## src/rtl/uart_pkg.sv

```systemverilog
// rtl/uart_pkg.sv - shared UART widths and default receive FIFO depth
package uart_pkg;
   localparam int UART_DATA_W        = 8;
   localparam int UART_RX_FIFO_DEPTH = 16;
endpackage

```

## src/rtl/uart_rx_fifo_if.sv

```systemverilog
// rtl/uart_rx_fifo_if.sv - receive-byte write strobe, show-ahead read side and status of the RX FIFO
interface uart_rx_fifo_if import uart_pkg::*; #(
   parameter int DEPTH = UART_RX_FIFO_DEPTH
) ();
   logic [UART_DATA_W-1:0]     rx_data;
   logic                       rx_done;
   logic [UART_DATA_W-1:0]     rd_data;
   logic                       rd_valid;
   logic                       rd_ready;
   logic [$clog2(DEPTH):0]     count;
   logic                       overrun;
   logic                       overrun_clr;

   modport master (
      output rx_data, rx_done, rd_ready, overrun_clr,
      input  rd_data, rd_valid, count, overrun
   );

   modport slave (
      input  rx_data, rx_done, rd_ready, overrun_clr,
      output rd_data, rd_valid, count, overrun
   );
endinterface

```

## src/rtl/uart_rx_fifo.sv

```systemverilog
// rtl/uart_rx_fifo.sv - show-ahead byte FIFO behind a UART receiver with sticky overrun flag
module uart_rx_fifo import uart_pkg::*; #(
   parameter int DEPTH = UART_RX_FIFO_DEPTH
) (
   input  logic          clk,
   input  logic          rst,
   uart_rx_fifo_if.slave bus
);
   localparam int PTR_W = $clog2(DEPTH);
   localparam int CNT_W = PTR_W + 1;

   logic [UART_DATA_W-1:0] mem_q [DEPTH];
   logic [PTR_W-1:0]       head_q, head_d;
   logic [PTR_W-1:0]       tail_q, tail_d;
   logic [CNT_W-1:0]       count_q, count_d;
   logic                   overrun_q, overrun_d;
   logic                   empty, full, pop, push, drop;

   always_comb begin
      empty     = (count_q == '0);
      full      = (count_q == CNT_W'(DEPTH));
      pop       = !empty && bus.rd_ready;
      // A pop in the same cycle frees the slot, so a full FIFO still accepts.
      push      = bus.rx_done && (!full || pop);
      drop      = bus.rx_done && !push;
      head_d    = head_q;
      tail_d    = tail_q;
      count_d   = count_q;
      overrun_d = overrun_q;
      if (pop) begin
         head_d = head_q + PTR_W'(1);
      end
      if (push) begin
         tail_d = tail_q + PTR_W'(1);
      end
      case ({push, pop})
         2'b10:   count_d = count_q + CNT_W'(1);
         2'b01:   count_d = count_q - CNT_W'(1);
         default: count_d = count_q;
      endcase
      // A new drop outranks a clear request in the same cycle.
      if (drop) begin
         overrun_d = 1'b1;
      end else if (bus.overrun_clr) begin
         overrun_d = 1'b0;
      end
   end

   always_ff @(posedge clk) begin
      if (rst) begin
         head_q    <= '0;
         tail_q    <= '0;
         count_q   <= '0;
         overrun_q <= 1'b0;
      end else begin
         head_q    <= head_d;
         tail_q    <= tail_d;
         count_q   <= count_d;
         overrun_q <= overrun_d;
      end
   end

   always_ff @(posedge clk) begin
      if (!rst && push) begin
         mem_q[tail_q] <= bus.rx_data;
      end
   end

   assign bus.rd_data  = empty ? '0 : mem_q[head_q];
   assign bus.rd_valid = !empty;
   assign bus.count    = count_q;
   assign bus.overrun  = overrun_q;
endmodule

```

## src/flat_wrapper.sv

```systemverilog
// flat-port wrapper written by rule: the top's interface ports become plain ports
module uart_rx_fifo_flat import uart_pkg::*;
#(
   parameter int DEPTH = UART_RX_FIFO_DEPTH
)
  (clk, rst, bus_rx_data, bus_rx_done, bus_rd_ready, bus_overrun_clr, bus_rd_data, bus_rd_valid, bus_count, bus_overrun);
  uart_rx_fifo_if #(.DEPTH(DEPTH)) bus_i ();
  input  logic clk;
  input  logic rst;
  input wire logic [$bits(bus_i.rx_data)-1:0] bus_rx_data;
  input wire logic [$bits(bus_i.rx_done)-1:0] bus_rx_done;
  input wire logic [$bits(bus_i.rd_ready)-1:0] bus_rd_ready;
  input wire logic [$bits(bus_i.overrun_clr)-1:0] bus_overrun_clr;
  output wire logic [$bits(bus_i.rd_data)-1:0] bus_rd_data;
  output wire logic [$bits(bus_i.rd_valid)-1:0] bus_rd_valid;
  output wire logic [$bits(bus_i.count)-1:0] bus_count;
  output wire logic [$bits(bus_i.overrun)-1:0] bus_overrun;
  assign bus_i.rx_data = bus_rx_data;
  assign bus_i.rx_done = bus_rx_done;
  assign bus_i.rd_ready = bus_rd_ready;
  assign bus_i.overrun_clr = bus_overrun_clr;
  assign bus_rd_data = bus_i.rd_data;
  assign bus_rd_valid = bus_i.rd_valid;
  assign bus_count = bus_i.count;
  assign bus_overrun = bus_i.overrun;
  uart_rx_fifo #(.DEPTH(DEPTH)) u_core (.clk(clk), .rst(rst), .bus(bus_i));
endmodule
```

## config.mk

```make
export PLATFORM = sky130hd
export DESIGN_NAME = uart_rx_fifo_flat
export DESIGN_NICKNAME = d
export VERILOG_FILES = /design/src/rtl/uart_pkg.sv /design/src/rtl/uart_rx_fifo_if.sv /design/src/rtl/uart_rx_fifo.sv /design/src/flat_wrapper.sv
export SDC_FILE = /design/constraint.sdc
export NUM_CORES = 1
export LEC_CHECK = 0
export CAP_MARGIN = 20
export CORE_MARGIN = 2
export CORE_UTILIZATION = 64
export DETAILED_ROUTE_END_ITERATION = 10
export PLACE_DENSITY = 0.84
export RECOVER_POWER = 100
export SYNTH_ARGS = -nofsm -noshare
export SYNTH_HDL_FRONTEND = slang
export SYNTH_SLANG_ARGS = --single-unit
```

## constraint.sdc

```tcl
create_clock -name clk -period 7 [get_ports clk]
set_clock_uncertainty 0.1 [all_clocks]
set_input_delay 1.75 -clock clk [delete_from_list [all_inputs] [get_ports clk]]
set_output_delay 1.75 -clock clk [all_outputs]
set_load 0.03 [all_outputs]
```

==> summary.md <==
| Metric | Value |
|---|---|
| Syn_nets | `355` |
| Status | `finished, violations left` |
| Layout cells sized above 1 | `0.1936` |
| Failing checks | `capacitance limit, slew limit` |
| Unrepaired setup endpoints after global routing | `no` |
| Crit. End Element | `output port` |
| Post-synth top area share | `0.6435` |
| Final Max Tran Viols | `33` |
| Int Pwr | `0.001727 W` |
| HP Class | `register to register` |
| Area share of xor/xnor cells in the synthesized design | `0.01466` |
| Seq/Total Area, Yosys | `0.7038` |
| Internal reg-to-reg setup slack | `3.52 ns` |
| Max Clk Rate | `170.8 MHz` |
| Port Buf Inserts | `27` |
| Largest family of logic cells by synthesized area | `multiplexers` |
| Antenna violations before repair | `0` |
| CP Cell Sequence | `mux4_2, nor2b_1, a211oi_1, a211oi_1, dlygate4sd3_1` |
| Adder-cell share of the synthesized area | `0.01676` |
| Worst Path Max Fanout | `32` |
| Vias in the first global route | `3178` |
| Dpl ws | `2.237 ns` |
| Post-synth EDFFs | `128` |
| Critical Path Sink | `bus_rd_data[2]` |
| Area of the mapped netlist | `0.005973 mm2` |
| Most common cell in the synthesized netlist | `edfxtp_1` |
| FF-to-FF path depth | `10` |
| Minimum clock period | `5.855 ns` |
| Post-synth top cells | `edfxtp_1, mux4_2, nor2_1` |
| Worst Setup Slack, final | `1.145 ns` |
| Dpl cells | `455` |
| CP Launch Type | `register` |
| Non-filler cells, final | `488` |
| GRT overflow | `0` |
| Core Region | `0.009153 mm2` |
| Drt drc | `0` |
| Post-Syn Instances | `334` |
| Final hold viol count | `0` |
| Sw Pwr | `0.0007181 W` |
| Setup bufs post-CTS | `0` |
| DR WL/cell | `22.54 um` |
| Maximum VDD drop | `304.0 uV` |
| Vias | `3080` |
| Yosys warnings | `0` |
| Setup TNS | `0 ns` |
| Mapped Avg Cell Area | `17.88 um2` |
| WL final | `11000 um` |
| TritonCTS sink count | `146` |
| Starting density of the core | `0.6526` |
| Compound-Gate Fraction of Synth Area | `0.04776` |
| Clock network power share | `0.352` |
| Maximum number of pins on one net before global-route repair | `33` |
| H-tree depth | `4` |
| Vias per inst | `6.311` |
| Cell type with the largest total area after synthesis | `edfxtp_1` |
| Crit path depth | `5` |
| Final Core Density | `0.7489` |
| Num CTS Buffers | `17` |
| Tcrit/Tclk final | `0.8364` |
| Area Growth Syn to Fin | `14.75%` |
| Switching share of power | `0.2937` |
| Slew HR | `-0.1986` |
| Top_reg_cell synth | `edfxtp_1` |
| Crit Path Category | `register to output port` |
| Layout Nets | `385` |
| First-pass GRT wire length | `17510 um` |
| Comb power frac | `0.221` |
| Worst reg2reg path endpoint | `u_core.bus.count[4]` |
| Die Span Y | `100.6 um` |
| Reg-to-Reg Start | `u_core.bus.count[3]` |
| LEAKAGE | `2.217 nW` |
| Post-DRT Antenna Nets | `0` |
| Die Wd | `100.6 um` |
| Register share of total power | `0.427` |
| Required @ worst endpoint | `5.15 ns` |
| Synth Area in Simple Gates | `0.05488` |
| GP Congestion | `0.7668` |
| Worst Max-Slew Pin Slew | `1.795 ns` |
| N_diodes | `0` |
| # setup viols final | `0` |
| Cell Rows | `35` |
| Clk root buf | `clkbuf_8` |
| PwrDens | `356.7 mW/mm2` |
| Mux contribution to synthesized area | `0.1393` |
| DP Wirelength | `7055 um` |
| Cell mode on critical path | `a211oi_1` |
| CTS tree | `done` |
| CTS Buffer Depth | `2` |
| Worst-Skew Late Latency | `0.53 ns` |
| Async SR Flop Fraction | `0` |
| Slowest cell on the critical path | `dfxtp_1` |
| Io pins | `28` |
| Tot GR Track Use | `0.2441` |
| Max-Cap Viols | `1` |
| Drt initial violations | `183` |
| Die footprint | `0.01012 mm2` |
| Distinct cells, synth | `45` |
| WP buf/inv | `1` |
| Yosys reg bits | `146` |
| Crit path DAT | `4.00 ns` |
| Area contributors post-synth | `edfxtp_1, mux4_2, dfxtp_1` |
| # resized after CTS | `0` |
| DRT Pass-1 Iters | `5` |
| Hold buffer count at CTS | `0` |
| Clock transition at path regs | `0.06 ns` |
| Crit path max-delay family | `flip-flops` |
| Slowest stage delay, CP | `1.53 ns` |
[cells by family after synthesis]
group | count (synthesis)
fa+ha+maj | 8
mux | 43
buf+inv | 26
xor+xnor | 10
compound gates | 35
simple gates | 66
flops | 146
[sequential cells by signal, summed over array words and instances (netlist names), named ones only]
register	count
u_core.head_q	4
u_core.tail_q	4
u_core.bus.overrun	1
u_core.bus.count	5
u_core.mem_q	128
[metal layers]
metal,share of wire,routed length [um],track usage,vias up
met3,0.059,650,0.07074,15
met2,0.52,5702,0.3882,117
met5,0,0,0,-
met4,0.020,219,0.1085,0
li1,-,-,-,1392
met1,0.40,4426,0.3168,1556
[worst min-delay path, stage by stage, from the launching register on]
cell and delay (ns):
dfxtp_1 0.35, nand2_2 0.08, a21oi_2 0.05
[area by class of cell]
cell class	instances	area [um2]
Clock inverter	12	118.9
Clock buffer	20	455.4
Timing Repair Buffer	31	304.0
Sequential cell	146	4204
Inverter	6	23.77
Tap cell	111	138.9
Multi-Input combinational cell	162	1609
Fill cell	523	2298
[power by group through the flow]
stage / Sequential (W) / Combinational [W] / Clock, W
6_report: 0.00104 / 0.000541 / 0.000860
5_1_grt: 0.00105 / 0.000583 / 0.000911
4_1_cts: 0.00105 / 0.000551 / 0.000873
3_5_place_dp: 0.00107 / 0.000547 / 0
3_3_place_gp: 0.00107 / 0.000533 / 0
2_1_floorplan: 0.00103 / 0.000418 / 0
[metrics by stage]
step	area (um2)	hold WS (ns)	power, W
final	6854	0.4204	0.002445
after global routing	6854	0.4496	0.002546
after CTS	6872	0.4246	0.002478
after detailed placement	6297	0.4158	0.001618
after global placement	6297	0.4065	0.001600
after floorplan	5973	0.3822	0.001453
[worst min-delay path by stage]
stage / start / endpoint / slack (ns) / cells after the start
finish: u_core.tail_q[1] / u_core.tail_q[1] / 0.42 / 2
detailed placement: u_core.tail_q[1] / u_core.tail_q[1] / 0.42 / 2
floorplan: u_core.tail_q[1] / u_core.tail_q[1] / 0.38 / 2
CTS: u_core.tail_q[1] / u_core.tail_q[1] / 0.42 / 2
global route: u_core.tail_q[1] / u_core.tail_q[1] / 0.45 / 2
global placement: u_core.tail_q[1] / u_core.tail_q[1] / 0.41 / 2
[cells in the final DEF, fill, tap and decap left out, types with 5 or more instances in the layout]
master	netlist	final
ha_1	8	8
mux4_2	32	32
inv_1	5	5
clkdlybuf4s50_1	0	5
nand2_1	6	6
xor2_1	8	8
mux2i_1	10	10
nor2_1	32	33
nor2b_1	10	10
a211oi_1	16	16
edfxtp_1	128	128
clkbuf_16	0	16
dlygate4sd3_1	0	22
dfxtp_1	18	18
(Power assumes the default switching activity.)
